===== config.mk =====
export PLATFORM = sky130hd
export DESIGN_NAME = servo_pwm_gen
export DESIGN_NICKNAME = d
export VERILOG_FILES = /design/src/rtl/servo_pwm_gen.sv
export SDC_FILE = /design/constraint.sdc
export NUM_CORES = 1
export LEC_CHECK = 0
export ABC_AREA = 1
export BUFFER_PORTS_ARGS = -buffer_cell sky130_fd_sc_hd__buf_2
export CELL_PAD_IN_SITES_DETAIL_PLACEMENT = 1
export CELL_PAD_IN_SITES_GLOBAL_PLACEMENT = 1
export CORE_MARGIN = 10
export CORE_UTILIZATION = 44
export CTS_BUF_LIST = sky130_fd_sc_hd__clkbuf_4 sky130_fd_sc_hd__clkbuf_8
export CTS_CLUSTER_DIAMETER = 100
export DETAILED_ROUTE_END_ITERATION = 8
export PLACE_DENSITY_LB_ADDON = 0.12
export SETUP_SLACK_MARGIN = 0.3
export SLEW_MARGIN = 20
export SYNTH_ARGS = -nofsm -noshare
export SYNTH_HDL_FRONTEND = slang
export SYNTH_SLANG_ARGS = --single-unit

===== constraint.sdc =====
create_clock -name clk -period 3.66 [get_ports clk]
set_clock_uncertainty 0.2 [all_clocks]
set_input_delay 0.366 -clock clk [delete_from_list [all_inputs] [get_ports clk]]
set_output_delay 0.366 -clock clk [all_outputs]
set_load 0.02 [all_outputs]

===== src/rtl/servo_pwm_gen.sv =====
// Servo PWM generator: turns 10 kHz divider ticks into a 20 ms frame with a clamped pulse width.
// Optional macro SERVO_RAMP_EN limits the pulse-width change per frame to RAMP_STEP ticks.
module servo_pwm_gen #(
    parameter int unsigned PERIOD_TICKS = 200,
    parameter int unsigned MIN_TICKS    = 5,
    parameter int unsigned MAX_TICKS    = 25,
    parameter int unsigned POS_W        = 8,
    parameter int unsigned RAMP_STEP    = 1
) (
    input  logic             clk,
    input  logic             reset,
    input  logic             tick_sq,
    input  logic             enable,
    input  logic [POS_W-1:0] pos_in,
    input  logic             pos_load,
    output logic             pwm_out,
    output logic             frame_start,
    output logic [POS_W-1:0] cur_pos,
    output logic             pending
);

    localparam int unsigned      CNT_W    = $clog2(PERIOD_TICKS);
    localparam logic [POS_W-1:0] MIN_POS  = POS_W'(MIN_TICKS);
    localparam logic [POS_W-1:0] MAX_POS  = POS_W'(MAX_TICKS);
    localparam logic [POS_W-1:0] MID_POS  = POS_W'((MIN_TICKS + MAX_TICKS) / 2);
    localparam logic [CNT_W-1:0] LAST_CNT = CNT_W'(PERIOD_TICKS - 1);

`ifdef SERVO_RAMP_EN
    localparam int unsigned STEP_LIM = RAMP_STEP;
`else
    // Any step at least as wide as the clamp range lands on the shadow value in one frame.
    localparam int unsigned STEP_LIM = (RAMP_STEP > MAX_TICKS) ? RAMP_STEP : MAX_TICKS;
`endif

    typedef enum logic [1:0] {StIdle, StHigh, StLow} state_t;

    state_t           state;
    logic [CNT_W-1:0] cnt;
    logic [POS_W-1:0] shadow;
    logic             s0, s1, s2;

    logic             tick;
    logic             at_boundary;
    logic [CNT_W-1:0] cnt_next;
    logic [POS_W-1:0] pos_clamped;
    logic [POS_W-1:0] next_pos;
    int unsigned      cur_i, sh_i;

    assign tick        = s1 & ~s2;
    assign cnt_next    = cnt + CNT_W'(1);
    assign at_boundary = tick && (state == StIdle || (state == StLow && cnt == LAST_CNT));

    always_comb begin
        pos_clamped = pos_in;
        if (pos_in < MIN_POS) begin
            pos_clamped = MIN_POS;
        end else if (pos_in > MAX_POS) begin
            pos_clamped = MAX_POS;
        end
    end

    always_comb begin
        cur_i    = 32'(cur_pos);
        sh_i     = 32'(shadow);
        next_pos = shadow;
        if (cur_i + STEP_LIM < sh_i) begin
            next_pos = cur_pos + POS_W'(STEP_LIM);
        end else if (sh_i + STEP_LIM < cur_i) begin
            next_pos = cur_pos - POS_W'(STEP_LIM);
        end
    end

    always_ff @(posedge clk) begin
        if (!reset) begin
            s0          <= 1'b0;
            s1          <= 1'b0;
            s2          <= 1'b0;
            state       <= StIdle;
            cnt         <= '0;
            pwm_out     <= 1'b0;
            frame_start <= 1'b0;
            pending     <= 1'b0;
            shadow      <= MID_POS;
            cur_pos     <= MID_POS;
        end else begin
            s0          <= tick_sq;
            s1          <= s0;
            s2          <= s1;
            frame_start <= 1'b0;

            if (at_boundary) begin
                cnt <= '0;
                if (enable) begin
                    frame_start <= 1'b1;
                    cur_pos     <= next_pos;
                    pwm_out     <= 1'b1;
                    state       <= StHigh;
                    if (next_pos == shadow) begin
                        pending <= 1'b0;
                    end
                end else begin
                    pwm_out <= 1'b0;
                    state   <= StIdle;
                end
            end else if (tick) begin
                case (state)
                    StHigh: begin
                        cnt <= cnt_next;
                        if (32'(cnt_next) == 32'(cur_pos)) begin
                            pwm_out <= 1'b0;
                            state   <= StLow;
                        end
                    end
                    StLow:   cnt <= cnt_next;
                    default: cnt <= '0;
                endcase
            end

            // A load on a boundary cycle stays pending: the boundary above used the old shadow.
            if (pos_load) begin
                shadow  <= pos_clamped;
                pending <= 1'b1;
            end
        end
    end

endmodule


=== After elaboration in Yosys (flattened, before gate mapping) ===
Cells that the tools add are included.

* Flip-flop bits (word level): 32
* Input bits: 13
* Output and inout port bits: 11
* Word-level logic and storage cells: 62

* Add/sub/neg operators: 5
* $lt $le $gt $ge: 4
* Equality and inequality tests: 5
* Multiplexer cells: 19
* Bitwise gates (word level): 3
* Reductions and logical operators: 16

{| class="wikitable"
|+ Operators with widths
! operator !! count
|-
| 2-to-1 mux 8 bit || 5
|-
| adder 8 x 5 -> 9 bit, second input constant || 2
|-
| less-than comparator 9 x 8 -> 1 bit || 2
|-
| == test 8 bit || 2
|-
| nonzero test 2 bit || 6
|-
| 2-to-1 mux 1 bit || 10
|-
| adder 8 x 1 -> 8 bit, second input constant || 1
|-
| adder 8 x 5 -> 8 bit, second input constant || 1
|-
| == test 8 bit, second input constant || 1
|-
| > comparator 8 x 5 -> 1 bit, second input constant || 1
|-
| less-than comparator 8 x 3 -> 1 bit, second input constant || 1
|-
| 2-to-1 mux 2 bit || 4
|-
| subtractor 8 x 5 -> 8 bit, second input constant || 1
|-
| AND reduction 3 bit || 2
|-
| AND reduction 2 bit || 2
|-
| OR reduction 2 bit || 2
|-
| == test 2 x 1 -> 1 bit, second input constant || 1
|-
| == test 2 bit, second input constant || 1
|-
| logical AND 1 bit || 2
|-
| zero test 2 bit || 1
|-
| inverter 1 bit || 2
|-
| AND 1 bit || 1
|-
| logical OR 1 bit || 1
|}

=== Longest topological paths before layout ===
Gate-level depths: netlist of run 1.

* Depth in word-level cells: 9
* Depth in mapped cells: 22
* Mapped depth without buffers: 22

=== Least setup slack after synthesis of run 1 ===
OpenSTA, ideal clock, no wires.

* Kind: register to register
* Start point: reg cur_pos[0]
* End point: reg pending
* Library setup time: 117 ps
* Arrival: 2655 ps
* Required time: 3343 ps
* Path slack: 687 ps
* Stages on the path, launching flop included: 22
* Path buffers: 1
* Clock period less this slack: 2973 ps
* Path through: dfxtp_1 -> ha_1 -> nand2_1 -> nand3_4 -> nand2_1 -> xor2_1 -> inv_1 -> ha_1 -> nand2_1 -> inv_1 -> nand3_2 -> nor2_2 -> nor2_8 -> nand2_4 -> buf_6 -> nand2_2 -> nand3_2 -> nand2_1 -> nor2_1 -> nand4_1 -> nand2_1 -> a21oi_2

* Cells in the longest elaborated chain, start to end: 6
* Elaborated cells on any way between the ends: 10
* Classes of those cells: add/sub (3); order compare (2); eq/ne (1); mux (2); reduce/logical (2)

{| class="wikitable"
|+ Ends and longest elaborated chain
! item !! line !! text
|-
| from (decl) || 18 || <nowiki>output logic [POS_W-1:0] cur_pos,</nowiki>
|-
| from (signal assigned) || 95 || <nowiki>cur_pos <= next_pos;</nowiki>
|-
| adder 8 x 5 -> 9 bit, or another cell as far along || 66 || <nowiki>if (cur_i + STEP_LIM < sh_i) begin</nowiki>
|-
| less-than comparator 9 x 8 -> 1 bit / 2-to-1 mux 8 bit (equally long branches) || 66, 68 ||
|-
| 2-to-1 mux 8 bit * || 66 ||
|-
| == test 8 bit * || 98 || <nowiki>if (next_pos == shadow) begin</nowiki>
|-
| nonzero test 2 bit (no line) * || -- ||
|-
| AND reduction 3 bit (no line) * || -- ||
|-
| to (signal assigned) || 82 || <nowiki>pending <= 1'b0;</nowiki>
|-
| to (signal assigned) || 99 || <nowiki>pending <= 1'b0;</nowiki>
|-
| to (signal assigned) || 122 || <nowiki>pending <= 1'b1;</nowiki>
|-
| to (decl) || 19 || <nowiki>output logic pending</nowiki>
|}

Every way passes the cells marked *; elsewhere a longest branch is shown, timed or not.
A chain may end at the register's enable or synchronous reset.

=== Final worst setup path of run 1 ===
Ends and elaborated chain as after synthesis.

==> results.sh, run 1 <==
export IMPL_cap_violations=0
export IMPL_start_kind="flip-flop"
export IMPL_combPwrFrac_pct=30.2
export IMPL_syn_avg_cell_area_um2=6.57
export IMPL_overflow=0
export IMPL_r2r_slack_ns=0.41
export IMPL_ys_types=40
export IMPL_irDropWorstVdd_v=0.000189
export IMPL_antenna_cells=0
export IMPL_dr_total_vias=2916
export IMPL_critical_path_class="reg2reg"
export IMPL_h_tree_depth=2
export IMPL_cts_sinks=31
export IMPL_antenna_left=0
export IMPL_grt_total_usage_pct=16.9
export IMPL_arrival_ns=3.23
export IMPL_cp_cell_sequence="nand3_1, nand2_1, nand2_1, nor2_2, nor2_1, a21oi_2, ha_1, inv_1, o211ai_2, nor2_8, buf_4, nand4_1, nand3_1, nand2_1, nor2_2, nand4_1, nand2_1, a21oi_2"
export IMPL_drc_errors=0
export IMPL_leakage_nw=1.55
export IMPL_hold_path_endpoint="s0$_SDFF_PN0_"
export IMPL_swShare_pct=38.1
export IMPL_ctsLongestPathBuffers=2
export IMPL_wl_um=8990
export IMPL_num_io_pins=24
export IMPL_cp_slowest_cell="dfxtp_2"
export IMPL_port_buffers=23
export IMPL_drt_iter0_drc=142
export IMPL_layout_setup_ws_ns=0.411
export IMPL_slew_headroom_pct=56.8
export IMPL_path_max_fanout=8
export IMPL_clk_pin_slew_ns=0.08
export IMPL_final_nets=482
export IMPL_power_w=0.000936
export IMPL_final_setup_tns_ns=0
export IMPL_min_from="tick_sq"
export IMPL_synth_nets=446
export IMPL_intPower_w=0.000579
export IMPL_syn_area_um2=2710
export IMPL_die_x_um=98.4
export IMPL_rr_startpoint="cur_pos[0]$_SDFFE_PN1P_"
export IMPL_hold_depth=3
export IMPL_clk_latency_ns=0.30
export IMPL_r2r_end="pending$_SDFFE_PN0P_"
export IMPL_worst_slew_pin_slew_ns=0.647
export IMPL_clock_fmax_mhz=308
export IMPL_cpMostUsedCell="nand2_1"
export IMPL_seqPwrFrac_pct=38.4
export IMPL_die_h_um=98.4
export IMPL_rows=28
export IMPL_finalWeightedCongestion=0.873
export IMPL_yosysWarningCount=0
export IMPL_maxSlewViolCount=0
export IMPL_hold_buffers=0
export IMPL_required_ns=3.64
export IMPL_final_cell_mix="nand2_1, inv_1, nand3_1, nor2_1, dfxtp_1"
export IMPL_fillers=825
export IMPL_rsz0062_at_grt="no"
export IMPL_critPathMaxStageDelay_ns=0.43
export IMPL_grt_pass1_vias=2912
export IMPL_pwr_share_clk_pct=31.4
export IMPL_min_path_type="in2reg"
export IMPL_grt_max_degree=17
export IMPL_layout_drive_gt1_share_pct=20.0
export IMPL_start_util_pct=45.5
export IMPL_dpl_instance_area_um2=2880
export IMPL_p_per_area_nw_per_um2=299
export IMPL_pre_cts_ws_ns=0.242
export IMPL_cts_buffers=5
export IMPL_finalHoldViolCount=0
export IMPL_crit_path_end_kind="flip-flop"
export IMPL_p_sw_w=0.000356
export IMPL_antenna_found_initial=0
export IMPL_synthToLayoutAreaGrowth_pct=15.5
export IMPL_seq_area_frac_synth_pct=22.9
export IMPL_final_period_utilization_pct=88.8
export IMPL_viasPerCell=5.56
export IMPL_coreArea_um2=5960
export IMPL_grt_pass1_wl_um=13800
export IMPL_detailedPlacementHpwl_um=6660
export IMPL_status="finished, final reports clean"
export IMPL_cts_root_buffer="clkbuf_8"
export IMPL_drt_pass1_iterations=5
export IMPL_wl_per_cell_um=17.2
export IMPL_ff2ff_path_depth=18
export IMPL_final_core_util_pct=52.5
export IMPL_setup_viol=0
export IMPL_final_common_cell="nand2_1"
export IMPL_dieArea_um2=9690
export IMPL_ys_ff_latch=31
export IMPL_final_area_um2=3130
export IMPL_synth_cells=412
export IMPL_cts_tree="built"
export IMPL_fin_crit_ns=3.25
[kinds of logic (layout without fill, tap and decap cells)]
kind of cell             Yosys count  count (layout)  synth area share, %
adder cells (fa/ha/maj)           21              21                 9.70
XOR/XNOR                          16              16                 5.18
AO/OA/AOI/OAI                     49              49                 11.7
multiplexers                       1               1                0.370
flip-flops                        31              31                 22.9
AND/OR/NAND/NOR                  221             221                 39.0
buffers and inverters             73             110                 11.2
[sequential cells by signal, summed over array words and instances, names as in the netlist]
name	flops
cnt	8
cur_pos	8
frame_start	1
pending	1
s0	1
s1	1
s2	1
shadow	8
state	2
[through the flow]
| step | hold slack [ns] | std cells |
|---|---|---|
| 2_1_floorplan | 0.190 | 412 |
| 3_3_place_gp | 0.207 | 504 |
| 3_5_place_dp | 0.204 | 504 |
| 4_1_cts | 0.0465 | 512 |
| 5_1_grt | 0.0583 | 524 |
| 6_report | 0.0481 | 524 |
[worst max-delay path by stage]
stage / slack, ns / startpoint / end
2_1_floorplan: 0.69 / cur_pos[0]$_SDFFE_PN1P_ / pending$_SDFFE_PN0P_
3_3_place_gp: 0.41 / cur_pos[0]$_SDFFE_PN1P_ / pending$_SDFFE_PN0P_
3_5_place_dp: 0.24 / cur_pos[0]$_SDFFE_PN1P_ / pending$_SDFFE_PN0P_
4_1_cts: 0.34 / cur_pos[0]$_SDFFE_PN1P_ / pending$_SDFFE_PN0P_
5_1_grt: 0.20 / cur_pos[0]$_SDFFE_PN1P_ / pending$_SDFFE_PN0P_
6_report: 0.41 / cur_pos[0]$_SDFFE_PN1P_ / pending$_SDFFE_PN0P_
[cell type report]
type	instances	area, um2	share of cell area (%)
Sequential cell	31	626	20.0
Inverter	63	241	7.72
Clock inverter	3	23.8	0.760
Multi-Input combinational cell	308	1840	58.8
Timing Repair Buffer	39	235	7.52
Tap cell	75	93.8	3.00
Clock buffer	5	68.8	2.20
[per-layer routing]
metal	global-route usage (%)	vias up	wire [um]	share of wire, %
met4	6.06	0	173	1.9
li1	-	1423	-	-
met2	28.0	78	4220	47
met3	2.79	17	477	5.3
met1	21.6	1398	4120	46
met5	0	-	0	0
[power groups by stage]
stage	Sequential [W]	Clock [W]	Combinational (W)
2_1_floorplan	0.000368	0	0.000187
3_3_place_gp	0.000366	0	0.000241
3_5_place_dp	0.000366	0	0.000252
4_1_cts	0.000358	0.000297	0.000254
5_1_grt	0.000361	0.000313	0.000314
6_report	0.000360	0.000294	0.000282
[worst max-delay path, delay by kind of cell (launching register included)]
kind | cells | cell delay [ns]
AO/OA/AOI/OAI | 3 | 0.39
flip-flops | 1 | 0.43
buffers and inverters | 2 | 0.31
adder cells (fa/ha/maj) | 1 | 0.29
AND/OR/NAND/NOR | 12 | 1.53
[timing repair]
item / in CTS / in global routing
buffers inserted: 0 / 12
endpoints found under the setup margin: 1 / 1
pin swaps: 0 / 2
gates resized for setup: 2 / 15
[cell usage after synthesis]
master,number,share of area (%)
a21o_1,1,0.28
a211oi_1,1,0.28
nor3_1,4,0.74
nand4_1,6,1.4
inv_1,57,7.9
nand2_1,100,14
nor2_1,31,4.3
a22oi_1,2,0.55
dfxtp_1,31,23
xor2_1,15,4.9
a21oi_1,14,2.6
nor2_8,2,1.5
nand2_2,5,1.2
or2_2,2,0.46
nand4_2,1,0.46
a31oi_1,2,0.46
mux2i_1,1,0.37
nand2_4,2,0.83
ha_1,21,9.7
buf_4,1,0.28
buf_2,6,1.1
o211ai_1,9,2.5
o22ai_1,6,1.4
o211ai_2,1,0.46
clkbuf_1,1,0.14
o21ai_0,7,1.3
nand3b_1,3,0.83
xnor2_1,1,0.32
nor2_2,4,0.92
o21a_1,1,0.28
inv_4,1,0.23
nand3_2,4,1.5
a41oi_1,2,0.65
and3_1,1,0.23
a31o_1,1,0.32
inv_2,5,0.69
nand3_1,55,10
a21oi_2,2,0.65
buf_6,2,0.83
nand3_4,1,0.65
No activity file was read; power rests on OpenSTA's default activity.
==> inputs of run 2 (changes only) <==
Settings changed: ABC_AREA 1 to unset, CORE_UTILIZATION 44 to 45, GPL_TIMING_DRIVEN set to 0.
==> run 2 against run 1 <==
Synthesized cell count fell by 15%; final area rose by 9.0%; power fell by 7.9%; via count fell by 0.65%; cell count fell by 9.4%; clock power rose by 7.8%; critical path type unchanged; largest power group unchanged.
==> results.sh, run 2 <==
export IMPL_status="finished, final reports clean"
export IMPL_cts_sinks=31
export IMPL_cts_tree="built"
export IMPL_overflow=0
export IMPL_synth_xor_area_share_pct=12.2
export IMPL_slew_headroom_pct=49.1
export IMPL_setup_viol=0
export IMPL_num_io_pins=24
export IMPL_final_area_um2=3410
export IMPL_die_h_um=99.3
export IMPL_grt_total_usage_pct=17.8
export IMPL_wl_um=9520
export IMPL_rsz0062_at_grt="no"
export IMPL_critical_path_buf_inv_count=2
export IMPL_final_common_cell="xnor2_1"
export IMPL_yosysWarningCount=0
export IMPL_start_kind="flip-flop"
export IMPL_viasPerCell=6.10
export IMPL_synth_compound_area_share_pct=29.1
export IMPL_synth_top_area_share_pct=22.0
export IMPL_coreArea_um2=6030
export IMPL_cp_cell_sequence="ha_1, buf_6, a21oi_4, a21oi_4, xnor2_2, ha_1, o211ai_1, o31ai_4, or2_4, buf_6, o221ai_2, o21ai_2, a221oi_2"
export IMPL_fin_crit_ns=3.30
export IMPL_synth_simple_gate_area_share_pct=19.4
export IMPL_wl_per_cell_um=20.0
export IMPL_synthToLayoutAreaGrowth_pct=20.6
export IMPL_critical_path_class="reg2reg"
export IMPL_cp_slowest_cell="dfxtp_4"
export IMPL_synthAdderAreaFrac_pct=9.65
export IMPL_synth_nets=385
export IMPL_clk_pin_slew_ns=0.07
export IMPL_antenna_cells=0
export IMPL_wl_met1_um=4050
export IMPL_required_ns=3.66
export IMPL_finalHoldViolCount=0
export IMPL_irDropWorstVdd_v=0.000150
export IMPL_start_util_pct=46.9
export IMPL_top_layer="met4"
export IMPL_async_reset_ff_share_pct=0
export IMPL_path_max_fanout=10
export IMPL_grt_pass1_vias=2822
export IMPL_finalWeightedCongestion=0.901
export IMPL_synth_top_family_by_area="compound AO/OA/AOI/OAI gates"
export IMPL_ctsLongestPathBuffers=2
export IMPL_layout_drive_gt1_share_pct=25.0
export IMPL_final_nets=433
export IMPL_critPathMaxStageDelay_ns=0.35
export IMPL_drt_pass1_iterations=4
export IMPL_detailedPlacementHpwl_um=6800
export IMPL_synth_edff_count=0
export IMPL_cts_root_buffer="clkbuf_8"
export IMPL_leakage_nw=1.40
export IMPL_final_period_utilization_pct=90.3
export IMPL_synth_common_cells="dfxtp_1, xnor2_1, nand2_1, nor2_1"
export IMPL_h_tree_depth=2
export IMPL_critPathTopFamily="compound AO/OA/AOI/OAI gates"
export IMPL_dpl_instance_area_um2=3040
export IMPL_dr_wl_met2_um=4820
export IMPL_arrival_ns=3.30
export IMPL_rows=28
export IMPL_crit_path_end_kind="flip-flop"
export IMPL_pre_cts_ws_ns=-0.0680
export IMPL_ys_types=66
export IMPL_clk_latency_ns=0.30
export IMPL_syn_avg_cell_area_um2=8.05
export IMPL_synth_area_leaders="dfxtp_1, ha_1, xnor2_1"
export IMPL_port_buffers=22
export IMPL_seq_area_frac_synth_pct=22.0
export IMPL_drc_errors=0
export IMPL_grt_pass1_wl_um=14400
export IMPL_syn_area_um2=2830
export IMPL_drt_iter0_drc=168
export IMPL_muxShareOfSynthArea_pct=0
export IMPL_fillers=758
export IMPL_final_cell_mix="xnor2_1, buf_2, dfxtp_1, nand2_1, nor2_1"
export IMPL_layout_setup_ws_ns=0.356
export IMPL_grt_max_degree=11
export IMPL_ys_ff_latch=31
export IMPL_maxSlewViolCount=0
export IMPL_synth_most_common_cell="dfxtp_1"
export IMPL_clock_fmax_mhz=303
export IMPL_antenna_found_initial=0
export IMPL_hold_buffers=0
export IMPL_min_path_type="in2reg"
export IMPL_cap_violations=0
export IMPL_yosysTopAreaCell="dfxtp_1"
export IMPL_dr_total_vias=2897
export IMPL_p_per_area_nw_per_um2=253
export IMPL_ys_flop_type="dfxtp_1"
export IMPL_synth_cells=351
export IMPL_die_x_um=99.3
export IMPL_dieArea_um2=9850
export IMPL_wl_met3_um=468
export IMPL_reg_top3="cnt: 8 flops, cur_pos: 8 flops, shadow: 8 flops"
export IMPL_worst_slew_pin_slew_ns=0.759
export IMPL_cts_buffers=5
export IMPL_antenna_left=0
==> run 2: kinds of logic (layout without fill, tap and decap cells) <==
logic type,Yosys count,after routing
and+or+nand+nor,109,109
AOI/OAI and AO/OA,107,107
buffers and inverters,45,94
xor gates and xnor gates,37,37
DFF,31,31
adders and majority gates,22,22
==> run 2: final timing paths <==
kind	from	end	slack (ns)	cells past startpoint
worst min-delay path	tick_sq	s0$_SDFF_PN0_	0.09	2
worst min register to register	s0$_SDFF_PN0_	s1$_SDFF_PN0_	0.25	1
worst max-delay path	cur_pos[0]$_SDFFE_PN1P_	cur_pos[5]$_SDFFE_PN0P_	0.36	13
worst max register to register	cur_pos[0]$_SDFFE_PN1P_	cur_pos[5]$_SDFFE_PN0P_	0.36	13
==> run 2: power breakdown <==
part	switching, W	internal, W	total, W
logic	0.000113	0.0000807	0.000193
registers	0.00000769	0.000344	0.000351
clock network	0.000146	0.000171	0.000317
total	0.000266	0.000596	0.000862
==> run 2: cell type report <==
class | count | area, um2 | area share (%)
Timing Repair Buffer | 41 | 256 | 7.52
Inverter | 22 | 85.1 | 2.50
Buffer | 23 | 145 | 4.26
Clock inverter | 1 | 7.51 | 0.220
Tap cell | 75 | 93.8 | 2.75
Multi-Input combinational cell | 275 | 2090 | 61.4
Sequential cell | 31 | 632 | 18.5
Clock buffer | 7 | 96.3 | 2.83
==> run 2: stage by stage <==
step	power, W	cells	setup TNS [ns]	hold WS (ns)	utilization [%]
2_1_floorplan	0.000478	351	0	0.212	-
3_3_place_gp	0.000521	448	-0.0640	0.212	50.4
3_5_place_dp	0.000526	448	-0.0857	0.231	50.4
4_1_cts	0.000848	461	0	0.0848	53.3
5_1_grt	0.000903	475	0	0.0967	56.6
6_report	0.000862	475	0	0.0882	56.6
==> run 2: worst register-to-register path, stage by stage, from the launching register on <==
cell      delay [ns]
dfxtp_4         0.35
ha_1            0.21
buf_6           0.15
a21oi_4         0.24
a21oi_4         0.11
xnor2_2         0.16
ha_1            0.33
o211ai_1        0.34
o31ai_4         0.15
or2_4           0.29
buf_6           0.16
o221ai_2        0.18
o21ai_2         0.08
a221oi_2        0.26
==> run 2: timing repair <==
item | CTS | global route
pin swaps | 4 | 14
resized for setup | 10 | 29
setup buffers | 5 | 14
gates cloned | 0 | 0
endpoints found under the setup margin | 9 | 9
==> run 2: routing by layer <==
layer | vias to the layer above | global-route usage (%)
li1 | 1386 | -
met1 | 1423 | 21.6
met2 | 72 | 30.4
met3 | 16 | 2.84
met4 | 0 | 7.28
met5 | - | 0
==> inputs of run 3 (changes only) <==
--- a/config.mk
+++ b/config.mk
@@ -16,2 +16,3 @@
 export GPL_TIMING_DRIVEN = 0
+export MAX_ROUTING_LAYER = met4
 export PLACE_DENSITY_LB_ADDON = 0.12
==> constraint.sdc (replaced) <==
create_clock -name clk -period 3.66 [get_ports clk]
set_clock_uncertainty 0.2 [all_clocks]
set_input_delay 0.183 -clock clk [delete_from_list [all_inputs] [get_ports clk]]
set_output_delay 0.183 -clock clk [all_outputs]
set_load 0.02 [all_outputs]
==> run 3 against run 2 <==
Clock power grew 2%; combinational power grew 3%; critical path depth is the same; power grew 1.2%; sequential power is essentially flat; core utilization grew 0.66 points; routed wire length grew 0.84%; via count grew 2.7%; first-iteration DRC count grew 32%; critical path type unchanged; count of clock-buffer cells in the layout is the same; sequential share of layout area shrank 0.22 points.
==> results.sh, run 3 (synthesis results as in run 2) <==
export IMPL_rsz0062_at_grt="no"
export IMPL_ctsLongestPathBuffers=2
export IMPL_slew_headroom_pct=49.1
export IMPL_cap_violations=0
export IMPL_antenna_left=0
export IMPL_grt_pass1_vias=2844
export IMPL_r2r_end="cur_pos[1]$_SDFFE_PN1P_"
export IMPL_leakage_nw=1.41
export IMPL_crit_path_end_kind="flip-flop"
export IMPL_drc_errors=0
export IMPL_arrival_ns=3.29
export IMPL_clk_pin_slew_ns=0.08
export IMPL_grt_max_degree=11
export IMPL_layout_drive_gt1_share_pct=24.8
export IMPL_detailedPlacementHpwl_um=6800
export IMPL_grt_use_met3_pct=2.84
export IMPL_irDropWorstVdd_v=0.000149
export IMPL_hold_depth=3
export IMPL_grt_pass1_wl_um=14500
export IMPL_final_cell_mix="xnor2_1, buf_2, dfxtp_1, nand2_1, nor2_1"
export IMPL_reg_top3="cnt: 8 flops, cur_pos: 8 flops, shadow: 8 flops"
export IMPL_cp_slowest_cell="dfxtp_4"
export IMPL_gr_max_usage_layer="met2"
export IMPL_port_buffers=22
export IMPL_min_from="pos_in[1]"
export IMPL_final_period_utilization_pct=90.9
export IMPL_p_per_area_nw_per_um2=253
export IMPL_worst_slew_pin_slew_ns=0.758
export IMPL_coreArea_um2=6030
export IMPL_finalHoldViolCount=0
export IMPL_viasPerCell=6.21
export IMPL_maxSlewViolCount=0
export IMPL_fillers=760
export IMPL_rows=28
export IMPL_dieArea_um2=9850
export IMPL_met1_usage_pct=21.8
export IMPL_overflow=0
export IMPL_critPathMaxStageDelay_ns=0.38
export IMPL_die_h_um=99.3
export IMPL_grt_util_met2_pct=30.7
export IMPL_start_util_pct=46.9
export IMPL_antenna_found_initial=0
export IMPL_fin_crit_ns=3.33
export IMPL_drt_iter0_drc=221
export IMPL_critical_path_class="reg2reg"
export IMPL_drt_pass1_iterations=5
export IMPL_hold_slack_ns=0.0107
export IMPL_path_max_fanout=10
export IMPL_ff2ff_path_depth=13
export IMPL_wl_per_cell_um=20.0
export IMPL_r2r_slack_ns=0.33
export IMPL_h_tree_depth=2
export IMPL_cts_tree="built"
export IMPL_hold_path_endpoint="shadow[1]$_SDFFE_PN1P_"
export IMPL_final_nets=437
export IMPL_synthToLayoutAreaGrowth_pct=22.0
export IMPL_antenna_cells=0
export IMPL_clk_latency_ns=0.31
export IMPL_cts_root_buffer="clkbuf_8"
export IMPL_required_ns=3.63
export IMPL_cpMostUsedCell="a211oi_1"
export IMPL_final_common_cell="xnor2_1"
export IMPL_dr_total_vias=2974
export IMPL_die_x_um=99.3
export IMPL_wl_um=9600
export IMPL_min_path_type="in2reg"
export IMPL_critPathTopFamily="compound AO/OA/AOI/OAI gates"
export IMPL_final_core_util_pct=57.2
export IMPL_cp_cell_sequence="ha_2, a211o_1, nand2_1, xnor2_1, ha_1, and3_1, a221o_1, a211oi_4, buf_4, buf_6, a211oi_1, a211oi_1, o21ai_1"
export IMPL_setup_viol=0
export IMPL_start_kind="flip-flop"
export IMPL_status="finished, final reports clean"
export IMPL_grt_total_usage_pct=18.4
export IMPL_finalWeightedCongestion=0.917
export IMPL_num_io_pins=24
export IMPL_critical_path_buf_inv_count=2
export IMPL_clock_fmax_mhz=301
export IMPL_rr_startpoint="shadow[0]$_SDFFE_PN1P_"
export IMPL_cts_buffers=5
export IMPL_cts_sinks=31
export IMPL_final_setup_tns_ns=0
[run 3: repair_timing]
item | 4_1_cts | 5_1_grt
endpoints found under the hold margin | 4 | 0
pin swaps | 4 | 14
hold buffers | 4 | 0
setup buffers | 5 | 14
setup endpoints to repair | 9 | 9
gates resized for setup | 10 | 29
[run 3: through the flow]
step	total power [W]	area [um2]	cells	setup WS [ns]
floorplan	0.000478	2830	351	0.472
global placement	0.000521	3040	448	-0.0640
detailed placement	0.000526	3040	448	-0.0680
CTS	0.000852	3250	465	0.282
global route	0.000910	3450	479	0.138
finish	0.000872	3450	479	0.334
[run 3: power by group]
part / switching [W] / internal, W
logic: 0.000115 / 0.0000834
clock network: 0.000152 / 0.000171
registers: 0.00000750 / 0.000344
total: 0.000274 / 0.000598
[run 3: layer usage]
layer	vias to the layer above	share of wire (%)
met5	-	0
met4	0	3.2
met3	34	4.6
met2	96	49
met1	1453	44
li1	1391	-
[run 3: how the worst max path moves through the flow]
stage / from / endpoint / cells after the start
floorplan: cur_pos[2]$_SDFFE_PN1P_ / cur_pos[5]$_SDFFE_PN0P_ / 12
global placement: cur_pos[2]$_SDFFE_PN1P_ / pending$_SDFFE_PN0P_ / 13
detailed placement: cur_pos[2]$_SDFFE_PN1P_ / pending$_SDFFE_PN0P_ / 13
CTS: cur_pos[2]$_SDFFE_PN1P_ / cur_pos[2]$_SDFFE_PN1P_ / 13
global route: shadow[0]$_SDFFE_PN1P_ / cur_pos[1]$_SDFFE_PN1P_ / 13
finish: shadow[0]$_SDFFE_PN1P_ / cur_pos[1]$_SDFFE_PN1P_ / 13
[run 3: area by class of cell]
class / count / area, um2 / share of cell area, %
clock inverter: 1 / 7.51 / 0.218
sequential: 31 / 632 / 18.3
inverter: 22 / 85.1 / 2.47
tap: 75 / 93.8 / 2.72
clock buffer: 7 / 96.3 / 2.79
multi-input combinational: 275 / 2090 / 60.7
buffer: 23 / 145 / 4.21
timing repair buffer: 45 / 297 / 8.60
[run 3: worst min-delay path: cells and delay by family]
family	cells	cell delay (ns)
buffers and inverters	2	0.14
AO/OA/AOI/OAI	1	0.15
